<file path="src/rtl/multi_operand_adder_pipe.sv">
// Pipelined multi-operand adder: registered binary tree summing NUM_OPS operands plus NUM_CIN carries,
// with valid/ready flow control and global stall. Optional output accumulator: MULTI_OPERAND_ADDER_ACCUM_EN.
module multi_operand_adder_pipe #(
  parameter int IN_WIDTH = 9,
  parameter int NUM_OPS = 4,
  parameter int NUM_CIN = 2,
  localparam int OUT_WIDTH = IN_WIDTH + $clog2(NUM_OPS),
  localparam int LEVELS = $clog2(NUM_OPS),
  localparam int CIN_W = (NUM_CIN > 0) ? NUM_CIN : 1
) (
  input  logic                        clk,
  input  logic                        rst,
  input  logic [NUM_OPS*IN_WIDTH-1:0] ops,
  input  logic [CIN_W-1:0]            cin,
  input  logic                        in_acc,
  input  logic                        in_valid,
  output logic                        in_ready,
  output logic [OUT_WIDTH-1:0]        O,
  output logic                        out_valid,
  input  logic                        out_ready
);

  logic              en;
  logic [LEVELS:0]   valid_q;
  logic [OUT_WIDTH-1:0] tree_result;

  assign out_valid = valid_q[LEVELS];
  assign en        = !out_valid || out_ready;
  assign in_ready  = en;

  always_ff @(posedge clk or posedge rst) begin
    if (rst) valid_q <= '0;
    else if (en) valid_q <= {valid_q[LEVELS-1:0], in_valid};
  end

  // Level 0 is the input register; level l holds NUM_OPS>>l partial sums of IN_WIDTH+l bits.
  // Carries are spread one per adder in level order, so each adder's sum still fits its widened output.
  for (genvar l = 0; l <= LEVELS; l++) begin : g_lvl
    localparam int N = NUM_OPS >> l;
    localparam int W = IN_WIDTH + l;
    logic [W-1:0]     sum_q [N];
    logic [CIN_W-1:0] cin_q;

    if (l == 0) begin : g_in
      always_ff @(posedge clk or posedge rst) begin
        if (rst) begin
          for (int i = 0; i < N; i++) sum_q[i] <= '0;
          cin_q <= '0;
        end else if (en) begin
          for (int i = 0; i < N; i++) sum_q[i] <= ops[i*IN_WIDTH +: IN_WIDTH];
          cin_q <= (NUM_CIN > 0) ? cin : '0;
        end
      end
    end else begin : g_add
      localparam int BASE = NUM_OPS - (NUM_OPS >> (l - 1));
      logic [N-1:0] carry;

      for (genvar i = 0; i < N; i++) begin : g_c
        if (BASE + i < NUM_CIN) begin : g_on
          assign carry[i] = g_lvl[l-1].cin_q[BASE+i];
        end else begin : g_off
          assign carry[i] = 1'b0;
        end
      end

      always_ff @(posedge clk or posedge rst) begin
        if (rst) begin
          for (int i = 0; i < N; i++) sum_q[i] <= '0;
          cin_q <= '0;
        end else if (en) begin
          for (int i = 0; i < N; i++)
            sum_q[i] <= W'(g_lvl[l-1].sum_q[2*i]) + W'(g_lvl[l-1].sum_q[2*i+1]) + W'(carry[i]);
          cin_q <= g_lvl[l-1].cin_q;
        end
      end
    end
  end

  assign tree_result = g_lvl[LEVELS].sum_q[0];

  logic unused_cin;
  assign unused_cin = ^g_lvl[LEVELS].cin_q;

`ifdef MULTI_OPERAND_ADDER_ACCUM_EN
  logic [LEVELS:0]      acc_flag_q;
  logic [OUT_WIDTH-1:0] acc_q;

  // Accumulation is applied at the output, so consecutive accumulating samples see the latest O.
  always_ff @(posedge clk or posedge rst) begin
    if (rst) begin
      acc_flag_q <= '0;
      acc_q      <= '0;
    end else begin
      if (en) acc_flag_q <= {acc_flag_q[LEVELS-1:0], in_acc};
      if (out_valid && out_ready) acc_q <= O;
    end
  end

  assign O = tree_result + (acc_flag_q[LEVELS] ? acc_q : '0);
`else
  logic unused_acc;
  assign unused_acc = in_acc;
  assign O = tree_result;
`endif

endmodule
</file>
<file path="config.mk">
export PLATFORM = sky130hd
export DESIGN_NAME = multi_operand_adder_pipe
export DESIGN_NICKNAME = d
export VERILOG_FILES = /design/src/rtl/multi_operand_adder_pipe.sv
export SDC_FILE = /design/constraint.sdc
export NUM_CORES = 1
export LEC_CHECK = 0
export CORE_UTILIZATION = 55
export DETAILED_ROUTE_END_ITERATION = 16
export PLACE_DENSITY = 0.82
export SLEW_MARGIN = 20
export SYNTH_ARGS = -nofsm -noshare
export SYNTH_HDL_FRONTEND = slang
export SYNTH_SLANG_ARGS = --single-unit
</file>
<file path="constraint.sdc">
create_clock -name clk -period 6.3 [get_ports clk]
set_clock_uncertainty 0.15 [all_clocks]
set_input_delay 0.945 -clock clk [delete_from_list [all_inputs] [get_ports clk]]
set_output_delay 0.945 -clock clk [all_outputs]
set_load 0.03 [all_outputs]
</file>
After elaboration in Yosys (flattened, before gate mapping):

Cells that the tools add are included.
W data, S select, Z words.

* register bits: 72
* input bits: 43
* output and inout bits: 13
* word-level logic and storage cells: 16

* $add $sub $neg: 5
* reductions and logical operators: 2

Operators by type and width (count)
* $add A10 B1 Y10: 2
* $add A9 B9 Y10: 2
* $add A10 B10 Y11: 1
* $logic_not A1 Y1: 1
* $logic_or A1 B1 Y1: 1

Depth between registers and ports, before layout:

Gate-level depths: netlist (run 1).

* word-level depth: 2
* mapped depth: 8
* mapped depth without buffers: 8

Least setup slack after synthesis (run 1):

No wires, ideal clock.

* path kind: input to output
* start: in out_ready
* end: out in_ready
* data arrival time: 1.654 ns
* data required time: 5.205 ns
* slack: 3.551 ns
* stages: 5
* path through: nor2b_1 -> buf_2 -> inv_2 -> buf_2 -> buf_2

* longest elaborated chain between the ends: 1

RTL lines
* start, declared: RTL line 20 `input logic out_ready`
* $logic_or A1 B1 Y1: RTL line 28 `assign en = !out_valid || out_ready;`
* end, declared: RTL line 17 `output logic in_ready,`

No other way between the ends.

Worst setup path in the final report (run 1):

Same ends and word-level chain as after synthesis.

==> results of run 1 <==
power by group:
group	total, mW	internal [mW]	switching, mW
Clock	0.403	0.233	0.170
Sequential	0.734	0.636	0.0982
Combinational	1.15	0.500	0.647
Total	2.28	1.37	0.915
stage by stage:
| step | worst slack, ns | power (mW) | instances | area [sq um] | utilization [%] |
|---|---|---|---|---|---|
| global placement | 2.16 | 1.83 | 536 | 4370 | 67.3 |
| detailed placement | 2.15 | 1.88 | 536 | 4370 | 67.3 |
| CTS | 2.14 | 2.30 | 552 | 4590 | 70.7 |
| finish | 2.15 | 2.28 | 552 | 4590 | 70.7 |
| global route | 2.00 | 2.47 | 552 | 4590 | 70.7 |
| floorplan | 3.38 | 1.60 | 418 | 3780 | - |
worst reg2reg max path, delay by kind of cell (launching register included):
| kind | cells | cell delay [ns] |
|---|---|---|
| and+or+nand+nor | 3 | 0.35 |
| buffers and inverters | 3 | 1.36 |
| DFF | 1 | 0.38 |
| muxes | 1 | 0.16 |
how the worst max path moves through the flow:
stage	slack [ns]	startpoint	depth (start not counted)	to
after detailed placement	2.15	out_ready	5	in_ready
after global placement	2.16	out_ready	5	in_ready
after CTS	2.14	out_ready	5	in_ready
final	2.15	out_ready	5	in_ready
after floorplan	3.38	rst	1	O[0]
after global routing	2.00	out_ready	5	in_ready
synth_stat cells, drive strengths merged (3+ instances only):
library cell	n	share of area [%]
a21o	7	1.4
a21oi	34	4.6
buf	10	1.3
clkbuf	6	0.60
dfrtp	72	48
fa	5	2.6
ha	26	8.6
inv	16	1.6
nand2	128	13
nand2b	6	0.99
nor2	28	2.8
nor2b	5	0.83
nor3	5	0.66
o211ai	3	0.96
o21ai	22	2.9
o22ai	3	0.50
o31ai	5	1.1
or3	3	0.50
xnor2	6	1.4
xor2	8	1.9
state kept, by name (all words and copies together), names as in the netlist:
register,cells
g_lvl.cin_q,2
O,11
g_lvl.sum_q,56
valid_q,3
cell type report:
class	count	area (sq um)	area share, %
Timing Repair Buffer	57	563	12.3
Multi-Input combinational cell	314	1850	40.3
Sequential cell	72	1800	39.2
Tap cell	77	96.3	2.10
Clock buffer	11	141	3.08
Clock inverter	5	80.1	1.74
Inverter	16	60.1	1.31
layer usage:
layer	global-route usage [%]	part of all wire [%]	vias to the layer above
met5	0	0	-
met4	9.86	1.9	0
met3	4.18	2.7	14
met2	37.4	50	56
met1	26.4	46	1396
li1	-	-	1497
cells by family after synthesis:
family,after synthesis,synth area share (%)
adder cells (fa/ha/maj),31,11.3
buffers and inverters,32,3.48
AO/OA/AOI/OAI,84,13.7
XOR/XNOR,14,3.25
multiplexers,3,0.828
AND/OR/NAND/NOR,182,19.7
flip-flops,72,47.7
==> flow_results.org, run 1 <==
** Outcome
- Status :: finished, violations left
- Violations in the final reports :: design-rule violations

** Power and ir drop
- IR analysis of the VDD net gives a maximum drop of 0.000191 V.
- Power spread over the standard cell area amounts to 497 nW/um^2.
- In this run the static leakage power is 2.23 nW.

** Layout
- Fin nets :: 544
- Counting the fill cells in the layout gives 505.
- In the final layout, the share of cells above drive strength 1 is 5.68%.
- Most common cell after layout, fill and taps aside :: sky130_fd_sc_hd__nand2_1
- In the layout the commonest cells are sky130_fd_sc_hd__nand2_1, sky130_fd_sc_hd__dfrtp_1, sky130_fd_sc_hd__clkdlybuf4s50_1.
- Antenna diode instance count :: 0
- Layout-stage area growth over the synthesis result :: 21.6%

** Worst setup path
- Startpoint types :: input port
- For the worst setup path, the data required time is 5.20 ns.
- STA classifies the critical path endpoint as an output pin.
- Category of cells accounting for the largest share of critical-path delay :: buffers and inverters
- In this run the critical register-to-register path is captured at g_lvl[1].sum_q[8].
- Measured in cells, the most critical reg-to-reg path has a length of 7.
- Register-to-Register Setup Slack :: 3.80 ns
- Crit path buf inv count :: 4
- The largest single stage delay on the critical path is 0.78 ns.
- Of all nets on the critical path, the largest fanout is 53.
- Among the stages of the critical path, the cell type that occurs most often is sky130_fd_sc_hd__clkdlybuf4s50_1.
- Launch point of the worst reg-to-reg path :: valid_q[2]
- On the critical path, the stage with the largest delay is an instance of sky130_fd_sc_hd__clkdlybuf4s50_1.
- Endpoint arrival time on the critical path :: 3.05 ns
- The signal on the critical path passes through clkdlybuf4s50_1 -> nor2b_4 -> buf_4 -> inv_2 -> clkdlybuf4s50_1.
- The worst setup path is of the input port to output pin kind.

** CTS
- The root buffer cell chosen for the clock tree is sky130_fd_sc_hd__clkbuf_8.
- Gates resized during post-CTS repair numbered 0.
- In this run the deepest clock path goes through 2 buffers.
- For this design, the CTS-stage hold fixing added 0 buffers.
- The clock tree synthesis step divided the H-tree into 3 levels.
- In this run, CTS created clock tree buffers numbering 9.
- Clock-pin slew reported for the worst setup and hold paths after clock tree synthesis :: 0.08 ns
- Counting every sink on the clock net gives 72.
- Post-CTS setup buffers :: 0
- Later-pin clock latency in the skew report :: 0.34 ns
- TritonCTS built the clock tree.

** Synthesis
- Count of flip-flops with a built-in enable after synthesis :: 0
- Proportion of synthesized chip area in sequential cells :: 47.7%
- After technology mapping, the gate count stands at 418.
- Synthesis produced a netlist with a net count of 492.
- Async set or reset register ratio after synthesis :: 100%
- Area of the mapped netlist :: 3780 sq um
- During synthesis, Yosys emitted a total of 0 warnings.
- After synthesis, the mean cell area works out to 9.04 sq um.
- Synthesis-stage register bit count :: 72
- Counting distinct cell types in the post-synthesis netlist gives 39.
- The most used flip-flop cell after synthesis is sky130_fd_sc_hd__dfrtp_1.

** Worst hold path
- Hold crit path type :: flop to flop
- Endpoint of the worst hold path :: valid_q[0]
- The worst hold path begins at valid_q[0].
- The worst hold path was traced through 2 stages.

** Drt
- Detailed routing inserted a total of 2963 vias.
- Per-cell via count in the routed design :: 5.37
- Iteration-0 DRC Markers :: 155
- DRC violations left :: 3
- In the final routed layout, each cell accounts on average for 12.8 microns.
- Total wirelength of the detailed-routed design :: 7080 microns
- Remaining antenna violation count after routing :: 0
- Number of optimization iterations in the first detailed-route pass :: 10

** STA
- At the pin with the least slew margin, the transition time is 0.873 ns.
- Fin crit share :: 65.8%
- Number of hold-slack violations in the final timing report :: 0
- The number of max-slew violations in the final report came to 0.
- Final hold analysis gives a worst-case slack of 0.323 ns.
- RSZ-0062 raised after global routing :: no
- Peak Freq :: 0.241 GHz
- Number of setup violations in the final report :: 0
- Headroom to the max-slew limit came out at 41.8%.
- Summed over all failing endpoints, the final setup total negative slack is 0 ns.
- Final period demand of the worst path :: 4.15 ns

** Global routing
- Number of antenna violations at the first check in global routing :: 0
- Wire length of the first global-routing pass :: 12200 microns
- Via count of the first global-routing pass :: 2951
- Pin count of the biggest net entering global routing :: 73
- Total congestion overflow :: 0
- Tot GR Track Use :: 21.6%

** Die
- Std cell rows :: 29
- Ports placed on the boundary :: 56
- In this run the standard cell core region covers 6490 sq um.
- The die covers 7200 sq um.
- Die boundary width :: 84.9 microns
- Die boundary height :: 84.9 microns
- The initial utilization of the core area, before any placement, comes to 58.2%.

** Place
- Detailed placement ended at an HPWL of 4980 microns.
- The congestion estimate from routability-driven global placement came to 0.846.
- Number of port buffers :: 54

** Job
- Max-cap violations :: 0
Power figures use the tool's default switching activity.
==> inputs of run 2 (changes only) <==
--- a/config.mk
+++ b/config.mk
@@ -5,9 +5,9 @@
 export SDC_FILE = /design/constraint.sdc
 export NUM_CORES = 1
 export LEC_CHECK = 0
-export CORE_UTILIZATION = 55
+export CORE_UTILIZATION = 54
 export DETAILED_ROUTE_END_ITERATION = 16
-export PLACE_DENSITY = 0.82
+export PLACE_DENSITY = 0.81
 export SLEW_MARGIN = 20
 export SYNTH_ARGS = -nofsm -noshare
 export SYNTH_HDL_FRONTEND = slang
==> constraint.sdc (replaced) <==
create_clock -name clk -period 3.95 [get_ports clk]
set_clock_uncertainty 0.15 [all_clocks]
set_input_delay 0.5925 -clock clk [delete_from_list [all_inputs] [get_ports clk]]
set_output_delay 0.5925 -clock clk [all_outputs]
set_load 0.03 [all_outputs]
==> run 2 against run 1 <==
  * The run still ends with design-rule violations left
  * Final cell count increased by 0.54%
  * Die area increased by 1.8%
  * Sequential cell count unchanged
  * Register-to-register slack got worse by 2.2 ns
  * Worst setup slack got worse by 0.81 ns
  * Critical path type unchanged
==> flow_results.org, run 2 (synthesis results as in run 1) <==
** Outcome
- Status :: finished, violations left
- Violations in the final reports :: design-rule violations

** Global routing
- The overall overflow remaining after global route is 0 (unchanged).
- Tot GR Track Use :: 21.9% (+0.29 points)
- The first-pass GRT wire length came to 12600 microns (+2.5%).
- Number of antenna violations at the first check in global routing :: 0 (unchanged)
- The number of global-route vias before repair came to 2865 (-2.9%).
- Pin count of the biggest net entering global routing :: 98 (+34%)

** Worst hold path
- The tightest min-delay check is of the flop to flop type.

** Power and ir drop
- Peak ir drop on the vdd network :: 0.000296 V (+55%)
- Power density of the placed cells :: 780 nW/um^2 (+57%)
- Leakage dissipation :: 2.22 nW (-0.51%)

** Place
- RD Place Congestion :: 0.852 (+0.71%)
- Cells after DPL :: 539 (+0.56%)
- The count of port buffers added during placement was 54 (unchanged).
- Half-perimeter wire length after detailed placement :: 5000 microns (+0.45%)
- Cell area after placement :: 4380 sq um (about the same)

** STA
- Fin crit share :: 66.1%
- Number of setup violations in the final report :: 0 (unchanged)
- Worst rel slew slack :: 41.8% (about the same)
- Peak Freq :: 0.383 GHz
- The number of failing hold endpoints at the final stage is 0 (unchanged).
- Counting I/O delays and the setup requirement, the final critical path takes 2.61 ns.
- The total negative setup slack is 0 ns (unchanged).
- Setup repair after global routing left no endpoint under its margin.
- Slew of the pin with the lowest slew margin :: 0.873 ns (+0.000142 ns)
- The number of max-slew violations in the final report was 0 (unchanged).

** Worst setup path
- Req. time, crit path :: 3.21 ns (-1.99 ns)
- Crit Path Max Fanout :: 2 (-96%)
- Classification of the worst setup path :: input port to output pin
- Critical Path End Type :: output pin
- Register-to-Register Setup Slack :: 1.62 ns (-2.18 ns)
- Endpoint arrival time on the critical path :: 1.87 ns (-1.18 ns)
- Startpoint types :: input port

** Layout
- The flip-flop count of the largest register, all copies and words added came to 56 (unchanged).
- Storage element area :: 1800 sq um (unchanged)
- Layout-stage area growth over the synthesis result :: 20.6%
- The number of filler instances in the final layout is 530 (+5.0%).
- Highest-count cells in the layout ignoring fill and taps :: sky130_fd_sc_hd__nand2_1, sky130_fd_sc_hd__dfrtp_1, sky130_fd_sc_hd__clkdlybuf4s50_1
- The post-layout net count was 544 (unchanged).
- The filler-free cell count of the finished design came to 555 (+0.54%).
- Most common cell after layout, fill and taps aside :: sky130_fd_sc_hd__nand2_1
- Top register by number of flip-flops :: g_lvl.sum_q
- The layout cell share with drive strength beyond 1 was 5.26% (-0.42 points).
- The area taken by multi-input logic gates came to 1850 sq um (unchanged).
- Antenna diode instance count :: 0 (unchanged)
- Post-route cell area :: 4560 sq um (-0.82%)

** Die
- The number of placement rows was 30 (+3.4%).
- Starting utilization of the core area :: 55.9% (-2.3 points)
- The die area was 7330 sq um (+1.8%).
- Die boundary width :: 85.6 microns (+0.90%)
- Ports placed on the boundary :: 56 (unchanged)
- The core box area is 6760 sq um (+4.0%).
- The die outline height is 85.6 microns (+0.90%).

** CTS
- Clock sink total :: 72 (unchanged)
- The clock transition time at the flip-flop clock pins of the worst setup and hold paths was 0.08 ns (about the same).
- The post-cts sizing count came to 0 (unchanged).
- The H-tree level count is 3 (unchanged).
- Clock Tree Buf Depth :: 2 (unchanged)
- Hold buffer count at CTS :: 0 (unchanged)
- Clock tree from TritonCTS :: done
- TritonCTS Buffers :: 9 (unchanged)
- The post-CTS repair timing setup buffer count was 0 (unchanged).
- Later-pin clock latency in the skew report :: 0.35 ns (about the same)
- The tree is rooted in a sky130_fd_sc_hd__clkbuf_8.

** Drt
- DR vias :: 2959 (-0.13%)
- Per-cell via count in the routed design :: 5.33 (-0.67%)
- The detail-routed net length per standard cell is 12.8 microns (-0.44%).
- The post-detailed-route DRC marker count was 1 (-2).
- Remaining antenna violation count after routing :: 0 (unchanged)
- The detailed-routing iteration count for the pre-antenna-repair pass is 10 (unchanged).
- The aggregate routed wire length is 7090 microns (about the same).
- The number of design-rule violations left by the first detailed-router iteration was 161 (+3.9%).

** Job
- Max-cap violations :: 0 (unchanged)
## run 2: path summary, 6_finish.rpt
check | start | to | cells after the start
max in group asynchronous | rst | g_lvl[1].sum_q[7] | 3
min | O[0] | O[0] | 2
min reg2reg | O[0] | O[0] | 2
max | out_ready | in_ready | 4
min in group asynchronous | rst | g_lvl[0].sum_q[3] | 2
max reg2reg | g_lvl[0].sum_q[18] | g_lvl[1].sum_q[18] | 8
## run 2: per-layer routing
layer  vias to the layer above  global-route usage, %  routed length [microns]
li1                       1495                      -                        -
met1                      1399                   27.5                     3160
met2                        53                   37.2                     3580
met3                        12                   5.10                      233
met4                         0                   8.33                      113
met5                         -                      0                        0
## run 2: critical path, stage by stage
cell and delay (ns):
sky130_fd_sc_hd__clkdlybuf4s50_1 0.51, sky130_fd_sc_hd__nor2b_4 0.05, sky130_fd_sc_hd__inv_2 0.05, sky130_fd_sc_hd__clkdlybuf4s50_1 0.67
## run 2: cell type report
cell class / count / share of cell area (%)
inverter: 16 / 1.32
multi-input combinational: 314 / 40.6
sequential: 72 / 39.5
clock buffer: 12 / 2.97
timing repair buffer: 57 / 12.4
clock inverter: 4 / 0.988
tap: 80 / 2.20
## run 2: report_power, final
| part | switching [mW] | internal, mW | leakage [nW] |
|---|---|---|---|
| Combinational | 1.02 | 0.800 | 1.28 |
| Clock | 0.272 | 0.290 | 0.0941 |
| Sequential | 0.159 | 1.01 | 0.849 |
| Total | 1.45 | 2.10 | 2.22 |
## run 2: metrics by stage
| stage | util, % | hold WS (ns) | power [mW] | setup slack (ns) |
|---|---|---|---|---|
| floorplan | - | 0.280 | 2.54 | 1.38 |
| global placement | 64.8 | 0.293 | 2.92 | 1.26 |
| detailed placement | 64.8 | 0.308 | 3.00 | 1.24 |
| CTS | 67.4 | 0.326 | 3.58 | 1.33 |
| global route | 67.4 | 0.337 | 3.87 | 1.30 |
| finish | 67.4 | 0.318 | 3.56 | 1.34 |
